## src/rtl/jogo_memoria_pkg.sv

```systemverilog
// Shared state codes and helpers for the parametrised memory-game engine.
// Pure declarations: no logic, no latency, no flow control.
package jogo_memoria_pkg;

    localparam logic [4:0] S_INICIAL    = 5'b00000;
    localparam logic [4:0] S_PREPARA    = 5'b00001;
    localparam logic [4:0] S_MOSTRA     = 5'b00011;
    localparam logic [4:0] S_APAGA      = 5'b00101;
    localparam logic [4:0] S_ESPERA     = 5'b00111;
    localparam logic [4:0] S_COMPARA    = 5'b01001;
    localparam logic [4:0] S_PROX       = 5'b01011;
    localparam logic [4:0] S_FIM_RODADA = 5'b01101;
    localparam logic [4:0] S_ESCRITA    = 5'b01110;
    localparam logic [4:0] S_TIMEOUT    = 5'b01111;
    localparam logic [4:0] S_GANHOU     = 5'b10000;
    localparam logic [4:0] S_PERDEU     = 5'b10001;

    // Counter width for a modulus, never narrower than one bit.
    function automatic int largura(input int n);
        return (n > 1) ? $clog2(n) : 1;
    endfunction

    // Buttons are at most 8 wide, so callers zero-extend into this.
    function automatic logic eh_one_hot(input logic [7:0] v);
        return (v != 8'd0) && ((v & (v - 8'd1)) == 8'd0);
    endfunction

endpackage

```

## src/rtl/contador_param.sv

```systemverilog
// Modulus counter with clear > load > enable priority and a terminal-count flag.
// Count visible one cycle after enable; no backpressure.
module contador_param
    import jogo_memoria_pkg::*;
#(
    parameter int MODULO = 16,
    parameter int W      = 4
) (
    input  logic         clock,
    input  logic         reset,
    input  logic         clr_i,
    input  logic         ld_i,
    input  logic         en_i,
    input  logic [W-1:0] ld_val_i,
    output logic [W-1:0] q_o,
    output logic         fim_o
);

    localparam logic [W-1:0] ULTIMO = W'(MODULO - 1);

    logic [W-1:0] q_q, q_d;

    always_comb begin
        q_d = q_q;
        if (clr_i)
            q_d = '0;
        else if (ld_i)
            q_d = ld_val_i;
        else if (en_i)
            q_d = (q_q == ULTIMO) ? '0 : q_q + W'(1);
    end

    always_ff @(posedge clock or negedge reset) begin
        if (!reset)
            q_q <= '0;
        else
            q_q <= q_d;
    end

    assign q_o   = q_q;
    assign fim_o = (q_q == ULTIMO);

endmodule

```

## src/rtl/jogo_memoria_param.sv

```systemverilog
// Memory-game engine: shows the first R stored one-hot plays, then checks R presses.
// Presses act one cycle after the button edge; the player is never stalled, only timed out.
module jogo_memoria_param
    import jogo_memoria_pkg::*;
#(
    parameter int N_BOTOES     = 4,
    parameter int PROFUNDIDADE = 16,
    parameter int T_LED        = 1000,
    parameter int T_GAP        = 500,
    parameter int T_TIMEOUT    = 5000
) (
    input  logic                              clock,
    input  logic                              reset,
    input  logic                              jogar,
    input  logic [1:0]                        configuracao,
    input  logic [N_BOTOES-1:0]               botoes,
    input  logic                              carga_we,
    input  logic [$clog2(PROFUNDIDADE)-1:0]   carga_end,
    input  logic [N_BOTOES-1:0]               carga_dado,
    output logic [N_BOTOES-1:0]               leds,
    output logic                              pronto,
    output logic                              ganhou,
    output logic                              perdeu,
    output logic                              timeout,
    output logic [4:0]                        db_estado,
    output logic [$clog2(PROFUNDIDADE):0]     db_rodada,
    output logic [$clog2(PROFUNDIDADE)-1:0]   db_endereco
);

    localparam int AW    = $clog2(PROFUNDIDADE);
    localparam int RW    = AW + 1;
    localparam int T_MAX = (T_LED > T_GAP) ? T_LED : T_GAP;
    localparam int TW    = largura(T_MAX);
    localparam int OW    = largura(T_TIMEOUT);

    logic [4:0]          estado_q, estado_d;
    logic [1:0]          cfg_q, cfg_d;
    logic                botao_ant_q, press_q, jogar_ant_q;
    logic [N_BOTOES-1:0] captura_q;
    logic [N_BOTOES-1:0] mem [PROFUNDIDADE];

    logic          tmr_clr, tmr_en, to_clr, end_clr, end_ld, end_en, rod_ld, rod_en;
    logic [TW-1:0] tmr_q;
    logic [OW-1:0] to_q;
    logic [AW-1:0] end_q, end_val;
    logic [RW-1:0] rodada_q;
    logic          to_fim, rod_fim, tmr_fim_unused, end_fim_unused;
    logic          mem_we;
    logic [AW-1:0] mem_waddr;
    logic [N_BOTOES-1:0] mem_wdado;

    logic borda_botao, jogar_borda, ultimo, acerto, captura_ok;

    assign borda_botao = (|botoes) && !botao_ant_q;
    assign jogar_borda = jogar && !jogar_ant_q;
    assign ultimo      = ({1'b0, end_q} == (rodada_q - RW'(1)));
    assign captura_ok  = eh_one_hot(8'(captura_q));
    assign acerto      = captura_ok && (captura_q == mem[end_q]);

    contador_param #(.MODULO(T_MAX), .W(TW)) u_tmr_led (
        .clock(clock), .reset(reset), .clr_i(tmr_clr), .ld_i(1'b0), .en_i(tmr_en),
        .ld_val_i('0), .q_o(tmr_q), .fim_o(tmr_fim_unused)
    );

    contador_param #(.MODULO(T_TIMEOUT), .W(OW)) u_tmr_timeout (
        .clock(clock), .reset(reset), .clr_i(to_clr), .ld_i(1'b0), .en_i(1'b1),
        .ld_val_i('0), .q_o(to_q), .fim_o(to_fim)
    );

    contador_param #(.MODULO(PROFUNDIDADE), .W(AW)) u_cnt_end (
        .clock(clock), .reset(reset), .clr_i(end_clr), .ld_i(end_ld), .en_i(end_en),
        .ld_val_i(end_val), .q_o(end_q), .fim_o(end_fim_unused)
    );

    contador_param #(.MODULO(PROFUNDIDADE + 1), .W(RW)) u_cnt_rodada (
        .clock(clock), .reset(reset), .clr_i(1'b0), .ld_i(rod_ld), .en_i(rod_en),
        .ld_val_i(RW'(1)), .q_o(rodada_q), .fim_o(rod_fim)
    );

    always_comb begin
        estado_d  = estado_q;
        cfg_d     = cfg_q;
        tmr_clr   = 1'b1;
        tmr_en    = 1'b0;
        to_clr    = 1'b1;
        end_clr   = 1'b0;
        end_ld    = 1'b0;
        end_en    = 1'b0;
        end_val   = '0;
        rod_ld    = 1'b0;
        rod_en    = 1'b0;
        mem_we    = 1'b0;
        mem_waddr = end_q;
        mem_wdado = captura_q;
        leds      = '0;
        case (estado_q)
            S_INICIAL: begin
                if (carga_we) begin
                    mem_we    = 1'b1;
                    mem_waddr = carga_end;
                    mem_wdado = carga_dado;
                end
                if (jogar_borda) estado_d = S_PREPARA;
            end
            S_PREPARA: begin
                cfg_d    = configuracao;
                rod_ld   = 1'b1;
                end_clr  = 1'b1;
                estado_d = configuracao[0] ? S_ESCRITA : S_MOSTRA;
            end
            S_MOSTRA: begin
                leds    = mem[end_q];
                tmr_en  = 1'b1;
                tmr_clr = (tmr_q == TW'(T_LED - 1));
                if (tmr_clr) estado_d = S_APAGA;
            end
            S_APAGA: begin
                tmr_en  = 1'b1;
                tmr_clr = (tmr_q == TW'(T_GAP - 1));
                if (tmr_clr) begin
                    if (ultimo) begin
                        end_clr  = 1'b1;
                        estado_d = S_ESPERA;
                    end else begin
                        end_en   = 1'b1;
                        estado_d = S_MOSTRA;
                    end
                end
            end
            // A press arriving in the expiry cycle wins over the timeout.
            S_ESPERA: begin
                to_clr = press_q;
                if (press_q)
                    estado_d = S_COMPARA;
                else if (cfg_q[1] && to_fim)
                    estado_d = S_TIMEOUT;
            end
            S_COMPARA: begin
                leds = captura_q;
                if (!acerto)
                    estado_d = S_PERDEU;
                else if (ultimo)
                    estado_d = S_FIM_RODADA;
                else
                    estado_d = S_PROX;
            end
            S_PROX: begin
                end_en   = 1'b1;
                estado_d = S_ESPERA;
            end
            S_FIM_RODADA: begin
                if (rod_fim) begin
                    estado_d = S_GANHOU;
                end else begin
                    rod_en = 1'b1;
                    if (cfg_q[0]) begin
                        end_ld   = 1'b1;
                        end_val  = rodada_q[AW-1:0];
                        estado_d = S_ESCRITA;
                    end else begin
                        end_clr  = 1'b1;
                        estado_d = S_MOSTRA;
                    end
                end
            end
            S_ESCRITA: begin
                to_clr = press_q;
                if (press_q) begin
                    if (captura_ok) begin
                        mem_we   = 1'b1;
                        end_clr  = 1'b1;
                        estado_d = S_MOSTRA;
                    end else begin
                        estado_d = S_PERDEU;
                    end
                end else if (cfg_q[1] && to_fim) begin
                    estado_d = S_TIMEOUT;
                end
            end
            S_GANHOU, S_PERDEU, S_TIMEOUT: begin
                if (jogar_borda) estado_d = S_PREPARA;
            end
            default: estado_d = S_INICIAL;
        endcase
    end

    always_ff @(posedge clock or negedge reset) begin
        if (!reset) begin
            estado_q    <= S_INICIAL;
            cfg_q       <= '0;
            botao_ant_q <= 1'b0;
            press_q     <= 1'b0;
            captura_q   <= '0;
            jogar_ant_q <= 1'b0;
        end else begin
            estado_q    <= estado_d;
            cfg_q       <= cfg_d;
            botao_ant_q <= |botoes;
            press_q     <= borda_botao;
            jogar_ant_q <= jogar;
            if (borda_botao) captura_q <= botoes;
        end
    end

    // Sequence memory survives reset so a preloaded game can be replayed.
    always_ff @(posedge clock) begin
        if (mem_we) mem[mem_waddr] <= mem_wdado;
    end

    assign pronto      = (estado_q == S_GANHOU) || (estado_q == S_PERDEU) || (estado_q == S_TIMEOUT);
    assign ganhou      = (estado_q == S_GANHOU);
    assign perdeu      = (estado_q == S_PERDEU);
    assign timeout     = (estado_q == S_TIMEOUT);
    assign db_estado   = estado_q;
    assign db_rodada   = rodada_q;
    assign db_endereco = end_q;

endmodule

```

## config.mk

```make
export PLATFORM = sky130hd
export DESIGN_NAME = jogo_memoria_param
export DESIGN_NICKNAME = d
export VERILOG_FILES = /design/src/rtl/jogo_memoria_pkg.sv /design/src/rtl/contador_param.sv /design/src/rtl/jogo_memoria_param.sv
export SDC_FILE = /design/constraint.sdc
export NUM_CORES = 1
export LEC_CHECK = 0
export ABC_AREA = 1
export CORE_MARGIN = 5
export CORE_UTILIZATION = 35
export DETAILED_ROUTE_END_ITERATION = 12
export PLACE_DENSITY = 0.51
export SLEW_MARGIN = 5
export SYNTH_ARGS = -nofsm -noshare
export SYNTH_HDL_FRONTEND = slang
export SYNTH_SLANG_ARGS = --single-unit
```

## constraint.sdc

```tcl
create_clock -name clock -period 1.9 [get_ports clock]
set_input_delay 0.38 -clock clock [delete_from_list [all_inputs] [get_ports clock]]
set_output_delay 0.38 -clock clock [all_outputs]
set_load 0.005 [all_outputs]
```

Word level (Yosys, flattened, before mapping) --
Memories as Yosys holds them, arrays and structs flattened. Cells that the tools add are included. W data, S select, Z words.
Cells by class: add/sub/neg operators 6, multiplexer cells 57, bitwise operators 1, reductions and logical operators 20, equal/unequal tests 21
Operator list (count):
- $mux W5 | 12
- $mux W4 | 13
- $pmux W5 S9 | 1
- $mux W10 | 3
- $mux W13 | 2
- $eq A5 B4 Y1 const B | 5
- $mux W1 | 19
- $eq A5 B5 Y1 const B | 3
- $add A13 B1 Y13 const B | 1
- $eq A13 B13 Y1 const B | 1
- $add A10 B1 Y10 const B | 1
- $eq A10 B10 Y1 const B | 1
- $eq A10 B9 Y1 const B | 1
- $eq A5 B3 Y1 const B | 2
- $and A4 B8 Y8 | 1
- $logic_not A8 Y1 | 1
- $pmux W4 S2 | 1
- $reduce_or A4 Y1 | 2
- $mux W3 | 2
- $pmux W1 S2 | 3
- $add A5 B1 Y5 const B | 1
- $eq A4 B5 Y1 | 1
- $eq A5 B1 Y1 const B | 1
- $eq A5 B2 Y1 const B | 1
- other kinds (17) | 26
Word-level totals: output and inout port bits 22, memory bits (writable) 64, memories kept 1, flip-flop bits (word level) 46, word-level logic and storage cells 116, bits of input ports 18
Memories:
- mem | depth 16, width 4, read ports 1, clocked after Yosys merged registers in 0, wr ports 1, line jogo_memoria_param.sv:40 | logic [N_BOTOES-1:0] mem [PROFUNDIDADE];

Longest topological paths before layout --
depth in word-level cells 9, depth in mapped cells 18, mapped depth without buffers 17

Cells and area by module --
Synthesis repeated with hierarchy kept, for this count alone.
Second synthesis, totals: cell total of the unflattened synthesis 845, area total of the unflattened synthesis 6477.5 sq um
By module, submodules not included:
- jogo_memoria_param | area each 4097.7 sq um, sequential area each 2272.2 sq um, times used 1, cells an instance 477
- contador_param at u_tmr_timeout | area each 982.2 sq um, sequential area each 325.3 sq um, times used 1, cells an instance 154
- contador_param at u_tmr_led | area each 726.9 sq um, sequential area each 250.2 sq um, times used 1, cells an instance 116
- contador_param at u_cnt_rodada | area each 389.1 sq um, sequential area each 125.1 sq um, times used 1, cells an instance 58
- contador_param at u_cnt_end | area each 281.5 sq um, sequential area each 100.1 sq um, times used 1, cells an instance 40

Worst setup path before layout --
No wires, ideal clock.
path type flip-flop to flip-flop, start point register estado_q[2] (netlist: db_estado[2]), end point memory mem[10][0] (enable), buffers on the path 2, period minus slack after synthesis 2.061 ns, library setup time 0.329 ns, arrival 1.731 ns, cell stages (with the launch flop) 12, path slack -0.161 ns, required time 1.571 ns, cells stage by stage dfrtp_1 buf_2 nor2_1 inv_2 nor3_2 nand3_2 buf_2 nand2_1 o21ai_1 inv_1 nand2_1 nor2_1
On the way: cells in the longest elaborated chain, start to end 4, elaborated cells between the ends (all ways) 6, classes of those cells eq/ne (1); mux (4); reduce/logical (1)
RTL lines:
- start: declaration | line jogo_memoria_param.sv:36 | logic [4:0] estado_q, estado_d;
- start signal: assignment | line jogo_memoria_param.sv:196 | estado_q <= estado_d;
- $eq A5 B4 Y1 / $logic_not A5 Y1 (equally long branches) | line jogo_memoria_param.sv:96 | case (estado_q)
- $pmux W1 S2 | line jogo_memoria_param.sv:96
- $mux W1 | line jogo_memoria_param.sv:207 | if (mem_we) mem[mem_waddr] <= mem_wdado;
- $mux W1 (not written as such) | line jogo_memoria_param.sv:207
- end: declaration | line jogo_memoria_param.sv:40
Parallel ways exist; a longest one is shown, timed or not.

Worst setup path in the final report --
start point register u_cnt_end.q_q[0] (netlist: u_cnt_end.q_o[0]), end point output leds[0]
On the way: cells in the longest elaborated chain, start to end 2
RTL lines:
- start: declaration | line contador_param.sv:21 | logic [W-1:0] q_q, q_d;
- start signal: assignment | line contador_param.sv:37 | q_q <= q_d;
- $mem_v2 Z16 W4
- $pmux W4 S2 | line jogo_memoria_param.sv:96
- end: declaration | line jogo_memoria_param.sv:20 | output logic [N_BOTOES-1:0] leds,
Every way passes these cells.

==> impl_metrics.tcl <==
set metrics [dict create \
    use_met3_pct 3.220 \
    finalCriticalPeriod_ns 2.344 \
    drc_errors 0 \
    power_w 0.009605 \
    outcome "finished, violations left" \
    drtAntennaViolNets 0 \
    numCtsBuffers 9 \
    ys_ff_latch 110 \
    grt_pass1_wl_um 24530 \
    placed_area_um2 6989 \
    tightest_slew_ns 0.3997 \
    area_growth_syn_to_layout_pct 54.10 \
    antenna_found_initial 0 \
    fin_area_um2 8568 \
    syn_nets 663 \
    synth_edf_count 64 \
    rows 46 \
    initial_core_util_pct 35.39 \
    finalMaxSlewViolations 0 \
    timing_hold_violations_final 0 \
    cts_tree "built" \
    min_period_over_period_pct 123.4 \
    core-area_um2 15710 \
    gr-usage-met1_pct 20.67 \
    synth_top_area_share_pct 34.56 \
    fp.dieW_um 136.0 \
    rsz0062_at_grt "true" \
    yosys.area.top_type "edfxtp_1" \
    cp.required_ns 1.52 \
    dp_hpwl_um 10910 \
    hold_path_class "reg -> reg" \
    grt_overflow 0 \
    critPathLaunchType "flip-flop" \
    grt_max_degree 36 \
    cts.sinks 110 \
    end_kind "primary output" \
    met2_usage_pct 30.43 \
    firstDrtPassIters 4 \
    cts_buffer_depth 2 \
    violations "negative setup slack" \
    io_pins 40 \
    setup_viol_count_final 122 \
    layout_commonest_cell "nand2_1" \
    vias 5002 \
    port_buffers 39 \
    grt_pass1_vias 4966 \
    viasPerCell 4.814 \
    max_clock_freq_ghz 0.4267 \
    final_cell_mix "125 x nand2_1, 92 x buf_4, 64 x edfxtp_1" \
    p_leak_nw 3.597 \
    synth_ff_type "edfxtp_1" \
    drt-total-wl_um 16440 \
    clk_pin_slew_ns 0.08 \
    relSlewSlack_pct 73.35 \
    max-cap-violations 0 \
    yosysSeqAreaShare_pct 55.27 \
    pre_cts_ws_ns -0.4979 \
    power_density_nw_per_um2 1121 \
    syn_area_um2 5560 \
    ir_worst_vdd_mv 0.5930 \
    synthDistinctLibCells 41 \
    synth_area_leaders "edfxtp_1 35%, dfrtp_1 21%, nand2_1 11%, nor2_1 6.0%, inv_1 4.3%" \
    grt_usage_pct 17.02 \
    nNetsFinal 841 \
    fin_worst_skew_ns 0.01028 \
    clock-root-buffer "clkbuf_16" \
    final_core_util_pct 54.53 \
    dieArea_um2 18510 \
    diodes 0 \
    worst_slack_ns -0.4437 \
    fp.dieH_um 136.0 \
    syn_area_per_cell_um2 8.688 \
    async_reset_ff_share_pct 41.82 \
    drtIter0Drc 278 \
    path_class "reg -> out" \
    globalplace.congestion 0.8361 \
    top_usage_layer "met2" \
    h-tree-depth 3 \
    drive_above_1_share_pct 40.95 \
    arrival_ns 1.96 \
    critical_path_peak_fanout 9 \
    clock_latency_ns 0.36 \
    ys_warn_count 0 \
    wire_per_inst_um 15.82 \
    synthCells 640 \
]
## metal layers
metal / share of wire [%] / wire [µm]
met4: 2.3 / 383
met5: 0 / 0
met3: 4.8 / 786
met2: 52 / 8549
met1: 41 / 6716
## critical path: stages, from the launching register on
cell	delay, ns
dfrtp_2	0.48
buf_6	0.15
clkbuf_16	0.15
nor2_1	0.12
nor2_1	0.06
o21ai_0	0.09
nand3_1	0.11
nand2_1	0.11
nand2_2	0.08
nand2_2	0.06
o21ai_2	0.06
buf_2	0.14
## metrics by stage
stage / hold WS, ns / TNS [ns] / cells
6_report: 0.4641 / -22.20 / 1039
5_1_grt: 0.4886 / -31.89 / 1039
4_1_cts: 0.4707 / -14.02 / 1024
3_5_place_dp: 0.3274 / -28.99 / 979
3_3_place_gp: 0.3335 / -25.31 / 979
2_1_floorplan: 0.08441 / -6.777 / 640
## final cells by class
type | instances | area, µm²
Tap cell | 216 | 270.3
Timing Repair Buffer | 180 | 1750
Fill cell | 1373 | 7144
Inverter | 76 | 300.3
Sequential cell | 110 | 3080
Clock buffer | 9 | 225.2
Clock inverter | 7 | 83.83
Multi-Input combinational cell | 441 | 2858
## cells by family (layout without fill, tap and decap cells)
group	Yosys count	in the layout	share of synthesized area [%]
and+or+nand+nor	347	347	27.09
DFF	110	110	55.27
buffers and inverters	89	272	6.863
AOI/OAI and AO/OA	77	77	7.763
xor gates and xnor gates	12	12	1.890
adders and majority gates	5	5	1.125
## state kept, by name, indices dropped and copies added (netlist names)
register / cells
botao_ant_q: 1
captura_q: 4
cfg_q: 2
db_estado: 5
jogar_ant_q: 1
mem: 64
press_q: 1
u_cnt_end.q_o: 4
u_cnt_rodada.q_o: 5
u_tmr_led.q_o: 10
u_tmr_timeout.q_o: 13
## synthesized netlist by cell type (7+ instances only)
cell type  instances
xor2_1             9
edfxtp_1          64
nand2_1          166
o21ai_0           34
nor3_1            13
a21oi_1           21
inv_1             64
inv_2             11
nor2_1            89
nand3_1           43
dfrtp_1           46
o21ai_1            7
## repair_timing
action,CTS,global route
pin swaps,26,51
hold buffers,1,0
cloned,1,9
hold endpoints to repair,13,0
endpoints found under the setup margin,87,160
buffers inserted,28,13
gates resized for setup,140,135
## final timing paths
kind	slack (ns)	cells past startpoint	endpoint	start
min reg2reg	0.46	1	u_tmr_led.q_o[0]	u_tmr_led.q_o[0]
max reg2reg	-0.28	11	mem[1][3]	db_estado[0]
min in group asynchronous	0.48	2	u_tmr_timeout.q_o[4]	reset
min	0.46	1	u_tmr_led.q_o[0]	u_tmr_led.q_o[0]
max	-0.44	11	leds[0]	u_cnt_end.q_o[0]
max in group asynchronous	0.79	3	db_estado[0]	reset
## power by group
| group | internal [W] | switching (W) |
|---|---|---|
| Clock | 0.00105 | 0.000905 |
| Combinational | 0.00218 | 0.00244 |
| Sequential | 0.00291 | 0.000126 |
No activity file was read; power rests on OpenSTA's default activity.
